===== src/rtl/acond_sensores.sv =====
// Input conditioning ahead of the alarm state machine: two-flop synchronizers,
// per-channel debounce, and a 4-sample current average with a hysteretic over-current flag.
module acond_sensores #(
    parameter int DEB_CYCLES  = 16,
    parameter int UMBRAL_ALTO = 20,
    parameter int UMBRAL_BAJO = 12
) (
    input  logic       clk,
    input  logic       rst,
    input  logic       interruptor_raw,
    input  logic       temp_raw,
    input  logic       humo_raw,
    input  logic [4:0] corriente_raw,
    input  logic       corriente_valid,
    output logic       interruptor,
    output logic       temp,
    output logic       humo,
    output logic [4:0] corriente,
    output logic       corriente_listo,
    output logic       sobrecorriente
);

    localparam logic [15:0] DEB_MAX = 16'(DEB_CYCLES - 1);
    localparam logic [4:0]  ALTO    = 5'(UMBRAL_ALTO);
    localparam logic [4:0]  BAJO    = 5'(UMBRAL_BAJO);

    // Bit 0 = interruptor, bit 1 = temp, bit 2 = humo.
    logic [2:0]  raw_bus;
    logic [2:0]  sync1;
    logic [2:0]  sync2;
    logic [2:0]  deb;
    logic [15:0] cnt [3];

    assign raw_bus = {humo_raw, temp_raw, interruptor_raw};

    always_ff @(posedge clk) begin
        if (!rst) begin
            sync1 <= '0;
            sync2 <= '0;
            deb   <= '0;
            for (int i = 0; i < 3; i++) cnt[i] <= '0;
        end else begin
            sync1 <= raw_bus;
            sync2 <= sync1;
            for (int i = 0; i < 3; i++) begin
                if (sync2[i] == deb[i]) begin
                    cnt[i] <= '0;
                end else if (cnt[i] == DEB_MAX) begin
                    deb[i] <= sync2[i];
                    cnt[i] <= '0;
                end else begin
                    cnt[i] <= cnt[i] + 16'd1;
                end
            end
        end
    end

    assign interruptor = deb[0];
    assign temp        = deb[1];
    assign humo        = deb[2];

    // corriente_valid is a one-cycle strobe with no back-pressure: every
    // strobed sample is accepted, and yields exactly one corriente_listo pulse
    // on the following edge.
    logic [4:0] win [4];
    logic [6:0] sum;
    logic       valid_d;
    logic [4:0] avg;

    assign avg = sum[6:2];

    always_ff @(posedge clk) begin
        if (!rst) begin
            for (int i = 0; i < 4; i++) win[i] <= '0;
            sum     <= '0;
            valid_d <= 1'b0;
        end else begin
            valid_d <= corriente_valid;
            if (corriente_valid) begin
                win[0] <= corriente_raw;
                for (int i = 1; i < 4; i++) win[i] <= win[i-1];
                // Max 4*31 = 124 fits in 7 bits, so no overflow.
                sum <= sum + 7'(corriente_raw) - 7'(win[3]);
            end
        end
    end

    always_ff @(posedge clk) begin
        if (!rst) begin
            corriente       <= '0;
            corriente_listo <= 1'b0;
            sobrecorriente  <= 1'b0;
        end else begin
            corriente_listo <= valid_d;
            if (valid_d) begin
                corriente <= avg;
                if (avg >= ALTO)
                    sobrecorriente <= 1'b1;
                else if (avg <= BAJO)
                    sobrecorriente <= 1'b0;
            end
        end
    end

endmodule


===== config.mk =====
export PLATFORM = sky130hd
export DESIGN_NAME = acond_sensores
export DESIGN_NICKNAME = d
export VERILOG_FILES = /design/src/rtl/acond_sensores.sv
export SDC_FILE = /design/constraint.sdc
export NUM_CORES = 1
export LEC_CHECK = 0
export BUFFER_PORTS_ARGS = -buffer_cell sky130_fd_sc_hd__buf_2
export CORE_UTILIZATION = 46
export CTS_CLUSTER_SIZE = 14
export DETAILED_ROUTE_END_ITERATION = 8
export PLACE_DENSITY = 0.65
export SETUP_SLACK_MARGIN = 0.3
export SLEW_MARGIN = 15
export SYNTH_ARGS = -nofsm -noshare
export SYNTH_HDL_FRONTEND = slang
export SYNTH_SLANG_ARGS = --single-unit

===== constraint.sdc =====
create_clock -name clk -period 3.06 [get_ports clk]
set_clock_uncertainty 0.1 [all_clocks]
set_input_delay 0.765 -clock clk [delete_from_list [all_inputs] [get_ports clk]]
set_output_delay 0.765 -clock clk [all_outputs]
set_load 0.005 [all_outputs]

=== Word-level counts from Yosys, hierarchy flattened ===
Memory sizes are Yosys's and may differ from the RTL's.
Index checks and enable logic that the tools add are counted.

* RAM bits: 68
* Memories kept: 2
* Bits in registers: 24
* Input bits: 11
* Word-level logic and storage cells: 98
* Output and inout port bits: 10

* Equal/unequal tests: 6
* $add $sub $neg: 5
* Mux-type cells: 52
* Order comparisons: 2
* Bitwise operators: 16
* Reduce and logical (&&, ||, !) cells: 5

{| class="wikitable"
|+ Memories
! name !! words !! width !! read ports !! clocked after Yosys merged registers in !! write ports !! RTL line !! RTL
|-
| cnt || 3 || 16 || 3 || 0 || 3 || 32 || <nowiki>logic [15:0] cnt [3];</nowiki>
|-
| win || 4 || 5 || 4 || 0 || 4 || 65 || <nowiki>logic [4:0] win [4];</nowiki>
|}

{| class="wikitable"
|+ Operators with widths
! cell !! count
|-
| $mux W16 || 9
|-
| $add A16 B1 Y16 const B || 3
|-
| $eq A16 B4 Y1 const B || 3
|-
| $mux W1 || 39
|-
| $mux W5 || 4
|-
| $or A1 B1 Y1 || 13
|-
| $reduce_and A2 Y1 || 4
|-
| $add A7 B5 Y7 || 1
|-
| $sub A7 B5 Y7 || 1
|-
| $ge A5 B5 Y1 const B || 1
|-
| $le A5 B4 Y1 const B || 1
|-
| $eq A1 B1 Y1 || 3
|-
| $not A1 Y1 || 3
|-
| $reduce_bool A2 Y1 || 1
|}

=== Logic depth before layout (Yosys ltp) ===
Gate-level depths: netlist of the first run.

* Depth after elaboration: 7
* Depth in mapped cells: 9
* Depth with buffers taken out: 9

=== Worst setup path after synthesis of the first run ===
OpenSTA, ideal clock, no wires.

* Path type: input to register
* Start point: in corriente_raw[1]
* End point: reg sum[6]
* Setup slack: 368 ps
* Data required time: 2881 ps
* Buffers on the path: 0
* Setup time: 79 ps
* Stages: 8
* Arrival time: 2513 ps
* Cell sequence: inv_1 > fa_1 > inv_1 > fa_1 > a21o_1 > a221oi_1 > nand4_1 > o211ai_1

* Longest elaborated chain between the ends: 2

{| class="wikitable"
|+ RTL lines
! element !! RTL line !! RTL
|-
| start, declared || 13 || <nowiki>input logic [4:0] corriente_raw,</nowiki>
|-
| $add A7 B5 Y7 || 83 || <nowiki>sum <= sum + 7'(corriente_raw) - 7'(win[3]);</nowiki>
|-
| $sub A7 B5 Y7 || 83 ||
|-
| end signal, assigned || 83 ||
|-
| end, declared || 66 || <nowiki>logic [6:0] sum;</nowiki>
|}

No other way between the ends.
A chain may end at the register's enable or synchronous reset.

=== Final worst setup path of the first run ===
Same ends and word-level chain as after synthesis.

==> flow_metrics.env, run 1 <==
export IMPL_rows=36
export IMPL_yosysWarnings=0
export IMPL_overflow=0
export IMPL_antennaDiodeCount=0
export IMPL_layout_nets=523
export IMPL_grt_pass1_wl_mm=13.46
export IMPL_path_buf_inv=3
export IMPL_timing_final_crit_share_pct=82.51
export IMPL_synth_area_per_cell_um2=11.01
export IMPL_syn_to_final_growth_pct=13.90
export IMPL_setup_violations=0
export IMPL_finalHoldViolations=0
export IMPL_grt_pass1_vias=2915
export IMPL_seq_area_um2=2522
export IMPL_clkTransAtPathRegs_ps=90
export IMPL_fp_coreArea_um2=9819
export IMPL_highest_layer="met4"
export IMPL_insertion_delay_ps=370
export IMPL_seq_area_frac_synth_pct=53.80
export IMPL_hold_start="sync1[0]$_SDFF_PN0_"
export IMPL_vias=3117
export IMPL_status="finished clean"
export IMPL_critPathLaunchType="primary input"
export IMPL_drt_initial_drc_count=107
export IMPL_peakVddDrop_mv=0.3363
export IMPL_die_h_um=103.0
export IMPL_async_flop_share_pct=0
export IMPL_cts_path_max_buffers=2
export IMPL_io_buffers=20
export IMPL_postLayoutCoreUtil_pct=54.38
export IMPL_dr_wl_met3_um=194
export IMPL_gr_usage_all_layers_pct=16.82
export IMPL_drc_errors=0
export IMPL_p_leak_nw=2.132
export IMPL_tns_ps=0
export IMPL_final_common_cell="edfxtp_1"
export IMPL_cts_root_buf="clkbuf_8"
export IMPL_fmaxAchievable_mhz=396.1
export IMPL_synthFlopType="edfxtp_1"
export IMPL_final_setup_worst_slack_ps=535.2
export IMPL_grt_start_max_net_pins=28
export IMPL_ctsResizeCount=0
export IMPL_worst_pin_slew_ps=547.0
export IMPL_start_util_pct=47.74
export IMPL_place_congestion=0.8792
export IMPL_synthesis_instances=426
export IMPL_slew_headroom_pct=63.43
export IMPL_arrival_ps=2720
export IMPL_period_needed_ps=2525
export IMPL_firstDrtPassIters=4
export IMPL_die_w_um=103.0
export IMPL_routedWlPerCell_um=12.50
export IMPL_die_area_um2=10600
export IMPL_drive_above_1_share_pct=10.02
export IMPL_critPathMaxStageDelay_ps=530
export IMPL_met1_length_mm=3.817
export IMPL_crit_type="primary input to flip-flop"
export IMPL_timing_rr_start="sum[2]$_SDFFE_PN0P_"
export IMPL_synth_cell_types=44
export IMPL_synth_seq_cells=92
export IMPL_min_path_type="flip-flop to flip-flop"
export IMPL_final_area_um2=5340
export IMPL_hold_ws_ps=334.3
export IMPL_drtAntennaViolNets=0
export IMPL_htree_levels=3
export IMPL_max_cap_violations=0
export IMPL_pwr_density_cell_nw_per_um2=559.0
export IMPL_finalWirelength_mm=7.900
export IMPL_hpwl_mm=5.664
export IMPL_multi_input_area_um2=2143
export IMPL_cp_slowest_cell="fa_1"
export IMPL_layout_common_cells="edfxtp_1, nor2_1, conb_1"
export IMPL_ios=21
export IMPL_slew_violations=0
export IMPL_netlist_area_um2=4688
export IMPL_cts_tree="done"
export IMPL_worst_ep_required_time_ps=3250
export IMPL_cts_setup_buffers=0
export IMPL_rsz0062_at_grt="false"
export IMPL_endpoint_kind="flip-flop"
export IMPL_dr_wl_met2_mm=3.699
export IMPL_path_delay_family="adder cells"
export IMPL_cts_hold_buf=0
export IMPL_antenna_found_initial=0
export IMPL_viasPerCell=4.932
export IMPL_numCtsBuffers=9
export IMPL_critPathMaxFanout=2
export IMPL_synth_edf_count=68
export IMPL_place_area_um2=5094
export IMPL_fillCellCount=939
export IMPL_cts_sinks=92
export IMPL_place_ws_ps=166.2
export IMPL_crit_start="corriente_raw[1]"
export IMPL_path_cells="buf_2 > inv_1 > fa_1 > inv_1 > fa_1 > a21o_1 > a221oi_1 > nand4_1 > o211ai_1"
==> per-stage QoR <==
| stage | total power [mW] | instances |
|---|---|---|
| finish | 2.985 | 632 |
| global route | 3.150 | 632 |
| CTS | 3.016 | 632 |
| detailed placement | 2.025 | 616 |
| global placement | 2.001 | 616 |
| floorplan | 1.903 | 473 |
==> cells in the mapped netlist (2+ instances only) <==
master | instances | area share, %
buf_4 | 2 | 0.32
buf_2 | 3 | 0.32
a31oi_1 | 2 | 0.27
and3_1 | 23 | 3.1
o21ai_0 | 2 | 0.21
ha_1 | 13 | 3.5
nand4b_1 | 3 | 0.56
nand3_1 | 15 | 1.6
edfxtp_1 | 68 | 44
fa_1 | 5 | 2.1
nor2_1 | 55 | 4.4
dfxtp_1 | 24 | 10
nor4_1 | 23 | 3.1
nand2_1 | 16 | 1.3
nor3_1 | 13 | 1.4
a21oi_1 | 2 | 0.21
xnor2_1 | 37 | 6.9
clkbuf_1 | 7 | 0.56
nand4_1 | 10 | 1.3
and2_1 | 7 | 0.93
nor2b_1 | 11 | 1.5
xor2_1 | 10 | 1.9
nor2_2 | 2 | 0.27
inv_1 | 37 | 3.0
nand4_2 | 2 | 0.53
mux2i_1 | 11 | 2.3
o211ai_1 | 3 | 0.48
nand3_2 | 3 | 0.64
nand4_4 | 2 | 0.91
==> power breakdown <==
part           internal [mW]  switching, mW  leakage [nW]  total [mW]
combinational          0.215          0.262          1.10       0.476
clock                  0.546          0.442         0.116       0.988
sequential              1.43         0.0939         0.912        1.52
==> kinds of logic after synthesis <==
| group | after synthesis | synth area share, % |
|---|---|---|
| AOI/OAI and AO/OA | 18 | 2.749 |
| DFF | 92 | 53.80 |
| adders and majority gates | 18 | 5.605 |
| muxes | 11 | 2.349 |
| and+or+nand+nor | 189 | 22.39 |
| buffers and inverters | 50 | 4.243 |
| xor gates and xnor gates | 47 | 8.780 |
| other | 1 | 0.07999 |
==> final timing paths <==
| kind | depth (start not counted) | end | slack (ps) |
|---|---|---|---|
| worst max-delay path | 9 | sum[6]$_SDFFE_PN0P_ | 540 |
| worst min-delay path | 1 | sync2[0]$_SDFF_PN0_ | 330 |
| worst max register to register | 8 | sum[6]$_SDFFE_PN0P_ | 680 |
| worst min register to register | 1 | sync2[0]$_SDFF_PN0_ | 330 |
==> metal layers <==
layer	up-vias	GRT usage, %
li1	1589	-
met1	1472	21.71
met2	42	26.46
met3	14	3.322
met4	0	9.642
met5	-	0
==> state kept, by name (all words and copies together) (netlist names) <==
| signal | flops |
|---|---|
| win | 20 |
| sum | 7 |
| corriente | 5 |
| valid_d | 1 |
| sobrecorriente | 1 |
| cnt | 48 |
| sync1 | 3 |
| corriente_listo | 1 |
| deb | 3 |
| sync2 | 3 |
==> final cells by class <==
type / count / share of cell area [%]
clock buffers: 9 / 2.320
clock inverters: 7 / 2.296
inverters: 37 / 2.601
multi-input cells: 331 / 40.14
flip-flops and latches: 92 / 47.24
well taps: 133 / 3.116
repair buffers: 23 / 2.296
No activity file was read; power rests on OpenSTA's default activity.
==> inputs of run 2 (changes only) <==
--- a/config.mk
+++ b/config.mk
@@ -9,7 +9,7 @@
 export CORE_UTILIZATION = 46
 export CTS_CLUSTER_SIZE = 14
 export DETAILED_ROUTE_END_ITERATION = 8
-export PLACE_DENSITY = 0.65
+export PLACE_DENSITY = 0.68
 export SETUP_SLACK_MARGIN = 0.3
 export SLEW_MARGIN = 15
 export SYNTH_ARGS = -nofsm -noshare
==> constraint.sdc (replaced) <==
create_clock -name clk -period 2 [get_ports clk]
set_clock_uncertainty 0.1 [all_clocks]
set_input_delay 0.5 -clock clk [delete_from_list [all_inputs] [get_ports clk]]
set_output_delay 0.5 -clock clk [all_outputs]
set_load 0.005 [all_outputs]
==> run 2 against run 1 <==
  * The flow now finishes with violations (setup timing)
  * Clock power up 49%
  * First-iteration DRC count down 35%
  * Cell area up 18%
  * Via count up 11%
  * Sequential cell count unchanged
  * Sequential power up 51%
  * Wire length up 18%
  * Hold slack worse by 93 ps
  * Critical path type is now flip-flop to flip-flop
==> flow_metrics.env, run 2 (synthesized netlist as in run 1, its figures left out) <==
export IMPL_tns_ps=-567.6
export IMPL_endpoint_kind="flip-flop"
export IMPL_violations="setup timing"
export IMPL_hpwl_mm=5.769
export IMPL_worst_ep_required_time_ps=2180
export IMPL_fillCellCount=793
export IMPL_p_leak_nw=2.538
export IMPL_grt_busiest_layer="met2"
export IMPL_overflow=0
export IMPL_cp_slowest_cell="fa_1"
export IMPL_critPathLaunchType="flip-flop"
export IMPL_fp_coreArea_um2=9819
export IMPL_rows=36
export IMPL_cts_root_buf="clkbuf_8"
export IMPL_swShare_pct=27.11
export IMPL_insertion_delay_ps=360
export IMPL_grt_pass1_wl_mm=14.57
export IMPL_finalWirelength_mm=9.333
export IMPL_vias=3454
export IMPL_clkTransAtPathRegs_ps=90
export IMPL_firstDrtPassIters=4
export IMPL_drive_above_1_share_pct=30.47
export IMPL_start_util_pct=47.74
export IMPL_hold_ws_ps=241.7
export IMPL_layout_nets=582
export IMPL_layout_cells_non_filler=691
export IMPL_antennaDiodeCount=0
export IMPL_period_needed_ps=2165
export IMPL_htree_levels=3
export IMPL_drt_initial_drc_count=70
export IMPL_arrival_ps=2350
export IMPL_worst_pin_slew_ps=625.5
export IMPL_layout_common_cells="edfxtp_1, buf_4, conb_1"
export IMPL_rsz0062_at_grt="true"
export IMPL_die_area_um2=10600
export IMPL_path_cells="inv_2 > fa_1 > inv_2 > buf_4 > buf_6 > ha_4 > a21oi_4 > buf_4 > o211ai_1 > nand2_1 > o211ai_1"
export IMPL_crit_type="flip-flop to flip-flop"
export IMPL_min_path_type="primary input to flip-flop"
export IMPL_ios=21
export IMPL_slew_headroom_pct=58.30
export IMPL_combinationalPowerShare_pct=23.7
export IMPL_routedWlPerCell_um=13.51
export IMPL_pwr_share_clk_pct=29.8
export IMPL_numCtsBuffers=9
export IMPL_timing_final_crit_share_pct=108.3
export IMPL_final_setup_worst_slack_ps=-165.4
export IMPL_status="finished, violations left"
export IMPL_grt_pass1_vias=3201
export IMPL_max_cap_violations=0
export IMPL_critPathMaxStageDelay_ps=540
export IMPL_peakVddDrop_mv=0.5341
export IMPL_finalHoldViolations=0
export IMPL_antenna_found_initial=0
export IMPL_cts_path_max_buffers=2
export IMPL_p_seq_share_pct=46.5
export IMPL_setup_violations=4
export IMPL_largest_register_ffs=48
export IMPL_critPathMaxFanout=2
export IMPL_cts_sinks=92
export IMPL_pwr_density_cell_nw_per_um2=784.0
export IMPL_viasPerCell=4.999
export IMPL_switchingPower_mw=1.339
export IMPL_final_common_cell="edfxtp_1"
export IMPL_slew_violations=0
export IMPL_top_register="cnt"
export IMPL_fmaxAchievable_mhz=461.8
export IMPL_reg_top3="cnt x48, win x20, sum x7"
export IMPL_gr_usage_all_layers_pct=17.96
export IMPL_drc_errors=0
export IMPL_io_buffers=20
export IMPL_path_delay_family="adder cells"
export IMPL_die_w_um=103.0
export IMPL_use_met1_pct=23.28
export IMPL_drtAntennaViolNets=0
export IMPL_syn_to_final_growth_pct=34.43
export IMPL_met2_usage_pct=29.33
export IMPL_grt_start_max_net_pins=31
export IMPL_path_buf_inv=5
export IMPL_fin_total_pwr_mw=4.941
export IMPL_place_congestion=0.8318
export IMPL_gr_usage_met3_pct=3.322
export IMPL_dp_cells=633
export IMPL_cts_tree="done"
export IMPL_die_h_um=103.0
export IMPL_cell_internal_pwr_mw=3.602
-- run 2: cell types whose count changed in the layout (fill, tap and decap cells not counted), sizes merged --
| cell | delta |
|---|---|
| buf | +57 |
| clkbuf | +4 |
| clkinvlp | -2 |
| nand3 | +2 |
| bufinv | -1 |
| inv | -1 |
-- run 2: cell type report --
| cell class | count | area, um^2 | share of cell area, % |
|---|---|---|---|
| repair buffers | 80 | 585.6 | 9.291 |
| multi-input cells | 333 | 2640 | 41.89 |
| well taps | 133 | 166.4 | 2.640 |
| clock buffers | 13 | 170.2 | 2.700 |
| clock inverters | 3 | 68.82 | 1.092 |
| inverters | 37 | 146.4 | 2.323 |
| flip-flops and latches | 92 | 2525 | 40.06 |
-- run 2: stage by stage --
step / setup slack (ps) / cell area, um^2 / util [%]
2_1_floorplan: -199.5 / 4946 / -
3_3_place_gp: -408.9 / 5303 / 54.00
3_5_place_dp: -439.8 / 5303 / 54.00
4_1_cts: -136.6 / 5812 / 59.19
5_1_grt: -265.6 / 6302 / 64.18
6_report: -165.4 / 6302 / 64.18
-- run 2: routing by layer --
| metal | up-vias | routed length [um] |
|---|---|---|
| met1 | 1691 | 4225 |
| met5 | - | 0 |
| li1 | 1715 | - |
| met4 | 0 | 153 |
| met2 | 34 | 4756 |
| met3 | 14 | 198 |
-- run 2: power groups by stage --
stage / registers (mW) / logic (mW) / clock network [mW]
2_1_floorplan: 2.32 / 0.718 / 0
3_3_place_gp: 2.34 / 0.977 / 0
3_5_place_dp: 2.34 / 1.01 / 0
4_1_cts: 2.30 / 1.09 / 1.51
5_1_grt: 2.32 / 1.30 / 1.58
6_report: 2.30 / 1.17 / 1.47
-- run 2: timing repair --
action / in CTS / in global routing
buffers inserted: 22 / 17
hold buffers: 0 / 0
pin swaps: 12 / 28
setup endpoints to repair: 51 / 47
cloned: 2 / 1
gates resized for setup: 15 / 71
endpoints found under the hold margin: 0 / 0
-- run 2: path summary, 6_finish.rpt --
check	from	endpoint	slack [ps]	cells past startpoint
max	sum[1]$_SDFFE_PN0P_	sum[5]$_SDFFE_PN0P_	-170	11
min	temp_raw	sync1[1]$_SDFF_PN0_	240	2
max reg2reg	sum[1]$_SDFFE_PN0P_	sum[5]$_SDFFE_PN0P_	-170	11
min reg2reg	sync1[0]$_SDFF_PN0_	sync2[0]$_SDFF_PN0_	340	1
